### src/rtl/fifo_pop_pkg.sv
// Shared state encoding and default sizing for the FIFO pop arbiter.
package fifo_pop_pkg;

  typedef enum logic [1:0] {
    IDLE   = 2'd0,
    ACTIVE = 2'd1,
    HOLD   = 2'd2
  } state_t;

  localparam int DEF_NUM_FIFOS   = 4;
  localparam int DEF_DATA_WIDTH  = 4;
  localparam int DEF_SRC_WIDTH   = 2;
  localparam int DEF_COUNT_WIDTH = 4;

endpackage

### src/rtl/rr_arbiter.sv
// Combinational round-robin picker: first requester at or after ptr_i, wrapping.
module rr_arbiter #(
  parameter int NUM_REQ   = 4,
  parameter int IDX_WIDTH = 2
) (
  input  logic [NUM_REQ-1:0]   req_i,
  input  logic [IDX_WIDTH-1:0] ptr_i,
  input  logic                 en_i,
  output logic [NUM_REQ-1:0]   gnt_o,
  output logic [IDX_WIDTH-1:0] gnt_idx_o,
  output logic                 gnt_vld_o
);

  logic [IDX_WIDTH-1:0] cand;

  always_comb begin
    gnt_o     = '0;
    gnt_idx_o = '0;
    gnt_vld_o = 1'b0;
    cand      = '0;
    if (en_i) begin
      // NUM_REQ is a power of two, so the IDX_WIDTH-bit add wraps for free.
      for (int k = 0; k < NUM_REQ; k++) begin
        cand = ptr_i + k[IDX_WIDTH-1:0];
        if (!gnt_vld_o && req_i[cand]) begin
          gnt_vld_o = 1'b1;
          gnt_idx_o = cand;
        end
      end
    end
    if (gnt_vld_o) gnt_o[gnt_idx_o] = 1'b1;
  end

endmodule

### src/rtl/fifo_pop_arbiter.sv
// Drains a bank of FIFOs round-robin, one pop per cycle, and forwards each word
// with its source index two cycles after the pop; stalls new pops on almost-full.
module fifo_pop_arbiter
  import fifo_pop_pkg::*;
#(
  parameter int NUM_FIFOS   = DEF_NUM_FIFOS,
  parameter int DATA_WIDTH  = DEF_DATA_WIDTH,
  parameter int SRC_WIDTH   = DEF_SRC_WIDTH,
  parameter int COUNT_WIDTH = DEF_COUNT_WIDTH
) (
  input  logic                            clk,
  input  logic                            reset_L,
  input  logic [NUM_FIFOS-1:0]            fifo_empty,
  input  logic [NUM_FIFOS*DATA_WIDTH-1:0] fifo_data,
  input  logic                            out_almost_full,
  output logic [NUM_FIFOS-1:0]            fifo_read,
  output logic                            out_valid,
  output logic [DATA_WIDTH-1:0]           out_data,
  output logic [SRC_WIDTH-1:0]            out_src,
  output logic                            idle,
  output logic [COUNT_WIDTH-1:0]          pop_count
);

  state_t                 state_q, state_d;
  logic [SRC_WIDTH-1:0]   prio_q, prio_d;
  logic                   pend_q;
  logic [SRC_WIDTH-1:0]   gidx_q;
  logic                   out_valid_q;
  logic [DATA_WIDTH-1:0]  out_data_q;
  logic [SRC_WIDTH-1:0]   out_src_q;
  logic [COUNT_WIDTH-1:0] cnt_q;

  logic                   any_req;
  logic                   rd_en;
  logic [NUM_FIFOS-1:0]   gnt;
  logic [SRC_WIDTH-1:0]   gnt_idx;
  logic                   gnt_vld;
  logic [DATA_WIDTH-1:0]  word_sel;

  assign any_req = |(~fifo_empty);
  // Gating on the live stall input keeps the transition cycle read-free too.
  assign rd_en   = (state_q == ACTIVE) && !out_almost_full;

  rr_arbiter #(
    .NUM_REQ   (NUM_FIFOS),
    .IDX_WIDTH (SRC_WIDTH)
  ) u_rr_arbiter (
    .req_i     (~fifo_empty),
    .ptr_i     (prio_q),
    .en_i      (rd_en),
    .gnt_o     (gnt),
    .gnt_idx_o (gnt_idx),
    .gnt_vld_o (gnt_vld)
  );

  always_comb begin
    state_d = state_q;
    prio_d  = gnt_vld ? gnt_idx + SRC_WIDTH'(1) : prio_q;
    case (state_q)
      IDLE:    if (any_req) state_d = out_almost_full ? HOLD : ACTIVE;
      ACTIVE: begin
        if (out_almost_full) state_d = HOLD;
        else if (!any_req)   state_d = IDLE;
      end
      HOLD:    if (!out_almost_full) state_d = any_req ? ACTIVE : IDLE;
      default: state_d = IDLE;
    endcase
  end

  // FIFO buff_out is valid the cycle after the pop, selected by the registered grant.
  always_comb begin
    word_sel = '0;
    for (int i = 0; i < NUM_FIFOS; i++) begin
      if (gidx_q == i[SRC_WIDTH-1:0]) word_sel = fifo_data[i*DATA_WIDTH +: DATA_WIDTH];
    end
  end

  always_ff @(posedge clk) begin
    if (reset_L) begin
      state_q     <= IDLE;
      prio_q      <= '0;
      pend_q      <= 1'b0;
      gidx_q      <= '0;
      out_valid_q <= 1'b0;
      out_data_q  <= '0;
      out_src_q   <= '0;
      cnt_q       <= '0;
    end else begin
      state_q     <= state_d;
      prio_q      <= prio_d;
      pend_q      <= gnt_vld;
      out_valid_q <= pend_q;
      if (gnt_vld) begin
        gidx_q <= gnt_idx;
        cnt_q  <= cnt_q + COUNT_WIDTH'(1);
      end
      if (pend_q) begin
        out_data_q <= word_sel;
        out_src_q  <= gidx_q;
      end
    end
  end

  assign fifo_read = gnt;
  assign out_valid = out_valid_q;
  assign out_data  = out_data_q;
  assign out_src   = out_src_q;
  assign pop_count = cnt_q;
  assign idle      = (state_q == IDLE) && !pend_q && !out_valid_q;

endmodule

### config.mk
export PLATFORM = sky130hd
export DESIGN_NAME = fifo_pop_arbiter
export DESIGN_NICKNAME = d
export VERILOG_FILES = /design/src/rtl/fifo_pop_pkg.sv /design/src/rtl/rr_arbiter.sv /design/src/rtl/fifo_pop_arbiter.sv
export SDC_FILE = /design/constraint.sdc
export NUM_CORES = 1
export LEC_CHECK = 0
export ABC_AREA = 0
export BUFFER_PORTS_ARGS = -buffer_cell sky130_fd_sc_hd__buf_2
export CELL_PAD_IN_SITES_DETAIL_PLACEMENT = 1
export CELL_PAD_IN_SITES_GLOBAL_PLACEMENT = 1
export CORE_MARGIN = 2
export CORE_UTILIZATION = 34
export DETAILED_ROUTE_END_ITERATION = 8
export PLACE_DENSITY = 0.79
export SYNTH_ARGS = -nofsm -noshare
export SYNTH_HDL_FRONTEND = slang
export SYNTH_SLANG_ARGS = --single-unit
### constraint.sdc
create_clock -name clk -period 2.4 [get_ports clk]
set_input_delay 0.12 -clock clk [delete_from_list [all_inputs] [get_ports clk]]
set_output_delay 0.12 -clock clk [all_outputs]
set_load 0.01 [all_outputs]
Yosys cells after proc, flatten, opt, wreduce, memory -nomap -nowiden
Index checks and enable logic that the tools add are counted.

Output and inout bits: 16. Flip-flop bits (word level): 18. Input port bits: 23. ROM bits: 0. Bits in latches: 0. Memories kept: 0. Logic and storage cells: 80. RAM bits: 0.

$add $sub $neg: 5. Reduce and logical (&&, ||, !) cells: 17. Shifts and indexed selects: 0. Muxes and demuxes: 35. Order comparisons: 6. Multipliers: 0. Divide/modulo/power cells: 0. Equal/unequal tests: 8. Bitwise logic cells: 1.

Operators by type and width (count): 2-bit 2-to-1 mux (10); 4-bit 2-to-1 mux (5); 2-bit by 3-bit less-than comparator with 1-bit output, second input constant (5); 1-bit 2-to-1 mux (14); 1-bit binary-select mux with 2-bit select (4); 1-bit logical AND (7); 2-bit equality test, second input constant (3); 1-bit zero test (6); 2-bit one-hot mux with 3 select lines (1); 2-bit by 1-bit adder with 2-bit output, second input constant (2); 2-bit adder, second input constant (2); 4-bit by 1-bit adder with 4-bit output, second input constant (1); 2-bit by 1-bit equality test with 1-bit output, second input constant (2); 2-bit zero test (2); 2-bit inequality test, second input constant (2); 4-bit inverter (1); 4-bit OR reduction (1); 3-bit inequality test, second input constant (1); 3-bit AND reduction (1); 1-bit demux with 2-bit select (1); 2-bit by 1-bit greater-or-equal comparator with 1-bit output, second input constant (1).

Depth between registers and ports, before layout
Gate-level depths: netlist of the first run.

Word-level depth: 22. Mapped depth: 6. Depth with buffers taken out: 6.

Hierarchy
Synthesis of the first run repeated with hierarchy kept, for this count alone.

Cell total of the unflattened synthesis: 92. Area, all modules: 910.9 µm².

Modules (own cells, without submodules): fifo_pop_arbiter (cells an instance 73, area each 770.7 µm², sequential area each 360.3 µm², instances 1); rr_arbiter (cells an instance 19, area each 140.1 µm², sequential area each 0.0 µm², instances 1).

Worst setup path after synthesis of the first run
Ideal clock, no wire load.

Path kind: flip-flop to flip-flop. From: register state_q[0]. To: register prio_q[1]. Stages on the path, launching flop included: 7. Clock period less this slack: 1858 ps. Slack: 542 ps. Arrival time: 1726 ps. Setup time: 132 ps. Cell sequence: dfxtp_1 > nor3b_2 > o211ai_1 > or3_1 > ha_1 > nand3_1 > a21oi_1.

Cells in the longest elaborated chain, start to end: 4.

Ends and longest elaborated chain: start, declared (line fifo_pop_arbiter.sv:24) `state_t state_q, state_d;`; start signal, assigned (line fifo_pop_arbiter.sv:89) `state_q <= state_d;`; 2-bit by 1-bit equality test with 1-bit output (*) (line fifo_pop_arbiter.sv:42) `assign rd_en = (state_q == ACTIVE) && !out_almost_full;`; 1-bit logical AND (*) (line fifo_pop_arbiter.sv:42); 2-bit 2-to-1 mux (line rr_arbiter.sv:21) `if (en_i) begin`; 2-bit by 1-bit adder with 2-bit output (line fifo_pop_arbiter.sv:58) `prio_d = gnt_vld ? gnt_idx + SRC_WIDTH'(1) : prio_q;`; end signal, assigned (line fifo_pop_arbiter.sv:90) `prio_q <= prio_d;`; end, declared (line fifo_pop_arbiter.sv:25) `logic [SRC_WIDTH-1:0] prio_q, prio_d;`.

Every way passes the cells marked *; elsewhere a longest branch is shown, timed or not. A chain may end at the register's enable or synchronous reset.

Worst setup path after layout of the first run
From: register state_q[1]. To: output fifo_read[0].

Cells in the longest elaborated chain, start to end: 8.

Ends and longest elaborated chain: 2-bit by 1-bit equality test with 1-bit output (*) (line fifo_pop_arbiter.sv:42); 1-bit logical AND (*) (line fifo_pop_arbiter.sv:42); 2-bit 2-to-1 mux (line rr_arbiter.sv:21); 2-bit by 3-bit less-than comparator with 1-bit output (not written as such) / 2-bit by 1-bit greater-or-equal comparator with 1-bit output (equally long branches) (line rr_arbiter.sv:31) `if (gnt_vld_o) gnt_o[gnt_idx_o] = 1'b1;`; 1-bit logical AND (not written as such) (line rr_arbiter.sv:31); 1-bit 2-to-1 mux (not written as such) (line rr_arbiter.sv:31); 1-bit demux with 2-bit select; 4-bit 2-to-1 mux (*) (line rr_arbiter.sv:31); end, declared (line fifo_pop_arbiter.sv:16) `output logic [NUM_FIFOS-1:0] fifo_read,`.

Marks and branches as above.

==> metrics.txt, run 1 <==
run status complete, no violations; DRC viols 0; register bit total from synthesis 18; Slew HR 0.671; ANT cells 0; drt total wl approximately 2500 um; Worst VDD drop 0.246 mV; die height 57.3 um; Cell Chain, Critical Path nor3b_4 -> o211ai_1 -> or3_1 -> ha_1 -> and3_1 -> buf_2; critical path arrival roughly 2.1 ns; Post-synth EDFFs 0; Initial Utilization 0.354; Setup TNS Final 0 ns; remaining antenna violation count 0; IO buf count 38; H-Tree Depth 1; post-detailed-route wirelength per cell 14.7 um; vias after detailed routing 932; layout cells sized above 1 0.384; Hold Path Sink state_q[0]$_SDFFE_PP0P_; TritonCTS clock tree yes; Worst-path clk slew about 0.090 ns; Filler Cell Count around 340; number of global-route vias before repair around 970; routability congestion estimate between 0.8 and 0.9; sequential fraction of the synthesis area 0.373; Synth Warn # 0; f_max around 450 MHz; Layout Nets 168; first-pass GRT wire length 4300 um; family with the most delay on the worst path simple AND/OR/NAND/NOR gates; area of the core approximately 2700 sq um; Final HPWL DP 1960 um; Hold Violations, Final 0; hold path start out_almost_full; synth-to-layout area growth 26.3%; CP max FO 6; Clock Path Buffers 2; fin. max-slew vios 0; mean post-synth cell area 9.58 sq um; Reg2Reg Launch Point state_q[1]$_SDFFE_PP0P_; CTS Buf Count 3; GR Overflow Total 0; io pins 39; routed vias/inst 5.51; Synth Net Count 129; clock latency on the worst-skew pair approximately 0.29 ns; CP required between 2 and 2.5 ns; CP endpoint kind output pin; Tot GR Track Use 0.167; # rows 19; Cell Pwr Density 433 nW/um^2; final setup fails 0; largest net degree at the start of global routing 19; ys flop type dfxtp_1; FF-to-FF setup slack just under 0.5 ns; final cycle utilization of the critical path 0.932; Synth cell types 37; CP Class flip-flop to output pin; Finished Core Util 0.447; RSZ-0062 raised after global routing false; Cell Area, Synth 967 sq um; clock root buffer clkbuf_4; drt pass-1 iters 4; CP Buf/Inv Count 1; Critical Path Start Type flip-flop; HP Class input pin to flip-flop; TritonCTS Sinks 18; depth of the worst register-to-register path 6; DIE AREA ~3300 sq um; Worst path max stage delay 0.44 ns; worst hold path cell count 2; cell count along the critical path 6; max cap viols 0; Die Span X between 50 and 60 um; antenna violations before repair 0; fin crit period 2.24 ns; final setup skew 0.00600 ns; Syn Inst Count 101; Worst path slowest cell or3_1; Leak 0.546 nW; worst-margin pin slew 0.492 ns; Async SR Flop Fraction 0; drt initial violations 9; reg2reg end prio_q[1]$_SDFFE_PP0P_
==> state kept, by name, summed over array words and instances (netlist names) <==
name,count
out_src,2
out_data,4
out_valid,1
prio_q,2
pend_q,1
pop_count,4
gidx_q,2
state_q,2
==> cells in the mapped netlist (2+ instances only) <==
library cell	number	area (sq um)
dfxtp_1	18	360
nand2_1	3	11.3
ha_1	5	62.6
o211ai_1	2	15.0
or3_1	2	12.5
nor2_1	10	37.5
and3_1	4	25.0
a21oi_1	5	25.0
o21ai_0	5	25.0
clkbuf_1	6	22.5
mux2i_1	6	60.1
o311a_1	2	20.0
mux4_2	4	90.1
inv_1	3	11.3
nand3_1	3	15.0
nor3_1	2	10.0
==> per-stage QoR <==
| step | power [mW] | setup WS [ns] | std cells | instance area, sq um | hold WS (ns) |
|---|---|---|---|---|---|
| global route | 0.561 | 0.0191 | 169 | 1220 | 0.0578 |
| global placement | 0.390 | 0.471 | 165 | 1180 | 0.332 |
| finish | 0.529 | 0.164 | 169 | 1220 | 0.0512 |
| floorplan | 0.359 | 0.542 | 101 | 967 | 0.192 |
| detailed placement | 0.395 | 0.371 | 165 | 1180 | 0.355 |
| CTS | 0.537 | 0.0174 | 168 | 1210 | 0.0361 |
==> final cells by class <==
| class | instances | area (sq um) | area share |
|---|---|---|---|
| inverter | 3 | 11.3 | 0.00922 |
| multi-input combinational | 73 | 574 | 0.470 |
| sequential | 18 | 362 | 0.296 |
| tap | 31 | 38.8 | 0.0318 |
| clock buffer | 3 | 22.5 | 0.0184 |
| timing repair buffer | 41 | 213 | 0.174 |
==> cell families (layout without fill, tap and decap cells) <==
family / Yosys count / in the layout / synth area share
AO/OA/AOI/OAI: 23 / 23 / 0.162
buffers and inverters: 10 / 47 / 0.0401
multiplexers: 11 / 11 / 0.167
flip-flops: 18 / 18 / 0.373
AND/OR/NAND/NOR: 34 / 34 / 0.194
adder cells (fa/ha/maj): 5 / 5 / 0.0647
==> worst register-to-register path, delay by kind of cell, from the launching register on <==
family | cells | cell delay (ns)
AO/OA/AOI/OAI | 2 | 0.27
adder cells (fa/ha/maj) | 1 | 0.31
flip-flops | 1 | 0.38
AND/OR/NAND/NOR | 3 | 0.82
==> where the power goes <==
| group | switching (mW) | internal, mW | leakage, nW | total (mW) |
|---|---|---|---|---|
| sequential | 0.00889 | 0.305 | 0.146 | 0.314 |
| clock | 0.0823 | 0.0583 | 0.0138 | 0.141 |
| combinational | 0.0354 | 0.0392 | 0.386 | 0.0746 |
| total | 0.127 | 0.403 | 0.546 | 0.529 |
==> per-layer routing <==
metal | vias to the layer above | track usage | routed length, um
met4 | 0 | 0.0897 | 58
met2 | 34 | 0.312 | 1270
met5 | - | 0 | 0
met3 | 4 | 0.0227 | 173
met1 | 443 | 0.181 | 986
li1 | 451 | - | -
==> timing repair <==
action	CTS	global route
setup buffers	0	1
hold buffers	0	0
endpoints found under the hold margin	0	0
resized for setup	0	2
setup endpoints to repair	0	3
==> cells in the final DEF (no fill, tap or decap), types with 2 or more instances in the layout <==
| master | instances |
|---|---|
| clkbuf_4 | 3 |
| buf_2 | 38 |
| o211ai_1 | 2 |
| o311a_1 | 2 |
| or3_1 | 2 |
| inv_1 | 3 |
| and3_1 | 4 |
| mux2i_1 | 6 |
| buf_4 | 3 |
| a21oi_1 | 5 |
| nor3_1 | 2 |
| mux4_2 | 4 |
| ha_1 | 5 |
| nand3_1 | 3 |
| nand2_1 | 3 |
| nor2_1 | 10 |
| dfxtp_1 | 17 |
| o21ai_0 | 5 |
==> how the worst max path moves through the flow <==
stage | to | startpoint | slack [ns]
CTS | fifo_read[2] | state_q[0]$_SDFFE_PP0P_ | 0.02
global route | fifo_read[2] | state_q[1]$_SDFFE_PP0P_ | 0.02
global placement | fifo_read[0] | state_q[0]$_SDFFE_PP0P_ | 0.47
detailed placement | fifo_read[2] | state_q[0]$_SDFFE_PP0P_ | 0.37
floorplan | prio_q[1]$_SDFFE_PP0P_ | state_q[0]$_SDFFE_PP0P_ | 0.54
finish | fifo_read[0] | state_q[1]$_SDFFE_PP0P_ | 0.16
(Power assumes the default switching activity.)
==> run 2, diff against run 1 <==
- CORE_ASPECT_RATIO: not set -> 0.6
- CORE_UTILIZATION: 34 -> 37
- PLACE_DENSITY: 0.79 -> 0.85
- clock period: 2.4 -> 2.7 ns (I/O delays scaled with it)
==> run 2 against run 1 <==
- clock skew fell by 0.0037 ns
- count of clock-buffer cells in the layout is the same
- utilization grew 4.3 points
- combinational power fell by 13%
==> metrics.txt, run 2 (same netlist as run 1, synthesis figures left out) <==
run status complete, no violations; remaining antenna violation count 0; Inst Count DP around 170; final setup skew roughly 0.0023 ns; Finished Cell Area 1220 sq um; # rows 14; Filler Cell Count 304; drt total wl 2620 um; Tot GR Track Use 0.181; reg2reg end prio_q[1]$_SDFFE_PP0P_; vias after detailed routing ~950; GR Overflow Total 0; routability congestion estimate 0.721; io pins 39; commonest cells after routing, fill and taps aside buf_2 (38), dfxtp_1 (18), nor2_1 (10); FF-to-FF setup slack 0.64 ns; min setup slack post-route 0.351 ns; DIE AREA 3050 sq um; Final HPWL DP between 2000 and 2500 um; fin crit period 2.35 ns; area of the core 2490 sq um; routed vias/inst 5.65; f_max 426 MHz; CP endpoint kind output pin; Initial Utilization 0.389; antenna violations before repair 0; Leak 0.543 nW; Critical Path Start Type flip-flop; Hold Violations, Final 0; hold slack 0.0945 ns; CTS Buf Count 3; hold path start out_almost_full; first-pass GRT wire length 4300 um; Clock Path Buffers 2; IO buf count 38; drt initial violations 26; Die Span X between 70 and 80 um; post-detailed-route wirelength per cell about 16 um; depth of the worst register-to-register path 6; largest net degree at the start of global routing 19; fin. max-slew vios 0; post-CTS sizing 0; DRC viols 0; clock root buffer clkbuf_8; Layout Nets 166; Reg2Reg Launch Point state_q[0]$_SDFFE_PP0P_; Worst-path clk slew around 0.060 ns; TritonCTS Sinks 18; number of global-route vias before repair 933; CP required 2.57 ns; die height 43.6 um; worst hold path cell count 2; synth-to-layout area growth 26.0%; CP max FO 6; ANT cells 0; Hold Path Sink state_q[0]$_SDFFE_PP0P_; Cell Pwr Density 431 nW/um^2; CP Class flip-flop to output pin; final cycle utilization of the critical path 0.870; Setup TNS Final 0 ns; RSZ-0062 raised after global routing false; clock latency on the worst-skew pair 0.25 ns; Post-CTS Setup Bufs 0; TritonCTS clock tree yes; layout cells sized above 1 0.368; max cap viols 0; Setup WS pre-CTS 0.633 ns; H-Tree Depth 1; most common cell after layout, fill and taps aside buf_2; placed cell areas 1180 sq um; Worst VDD drop 0.221 mV; Slew HR 0.682; drt pass-1 iters 4; critical path arrival between 2 and 2.5 ns; CTS hold repair buffers 0; HP Class input pin to flip-flop; fin cells 168; final setup fails 0; worst-margin pin slew 0.476 ns
run 2: cell count changes in the layout (fill, tap and decap cells not counted), sizes merged:
cell | before | now
buf | 41 | 39
run 2: cell type report:
cell class / count / area (sq um) / share of cell area
Multi-Input combinational cell: 73 / 568 / 0.466
Sequential cell: 18 / 360 / 0.296
Timing Repair Buffer: 39 / 198 / 0.162
Clock buffer: 3 / 41.3 / 0.0339
Tap cell: 32 / 40.0 / 0.0329
Inverter: 3 / 11.3 / 0.00924
run 2: stage by stage:
stage,util,power (mW)
3_5_place_dp,0.473,0.351
5_1_grt,0.490,0.550
3_3_place_gp,0.473,0.346
2_1_floorplan,-,0.319
6_report,0.490,0.525
4_1_cts,0.490,0.532
run 2: worst max path at each step:
stage / startpoint / end / slack [ns] / cells after the start
finish: state_q[0]$_SDFFE_PP0P_ / fifo_read[0] / 0.35 / 6
global route: state_q[0]$_SDFFE_PP0P_ / fifo_read[2] / 0.21 / 6
CTS: state_q[0]$_SDFFE_PP0P_ / fifo_read[0] / 0.35 / 6
detailed placement: state_q[0]$_SDFFE_PP0P_ / fifo_read[0] / 0.63 / 6
global placement: state_q[0]$_SDFFE_PP0P_ / fifo_read[2] / 0.75 / 6
floorplan: state_q[0]$_SDFFE_PP0P_ / prio_q[1]$_SDFFE_PP0P_ / 0.84 / 6
run 2: where the power goes:
group          switching [mW]  leakage, nW  total, mW  internal [mW]
Sequential            0.00793        0.146      0.279          0.271
Combinational          0.0320        0.375     0.0652         0.0332
Clock                  0.0817       0.0216      0.181         0.0990
Total                   0.122        0.543      0.525          0.404
run 2: worst max-delay path: stages, from the launching register on:
cell	delay [ns]
dfxtp_1	0.39
nor3b_2	0.39
o211ai_1	0.23
or3_1	0.47
ha_1	0.22
and3_1	0.13
buf_2	0.13
run 2: layer usage:
layer | global-route usage | part of all wire | routed length (um)
met5 | 0 | 0 | 0
met4 | 0.0577 | 0.016 | 42
met3 | 0.0558 | 0.070 | 184
met2 | 0.280 | 0.46 | 1210
met1 | 0.247 | 0.45 | 1190
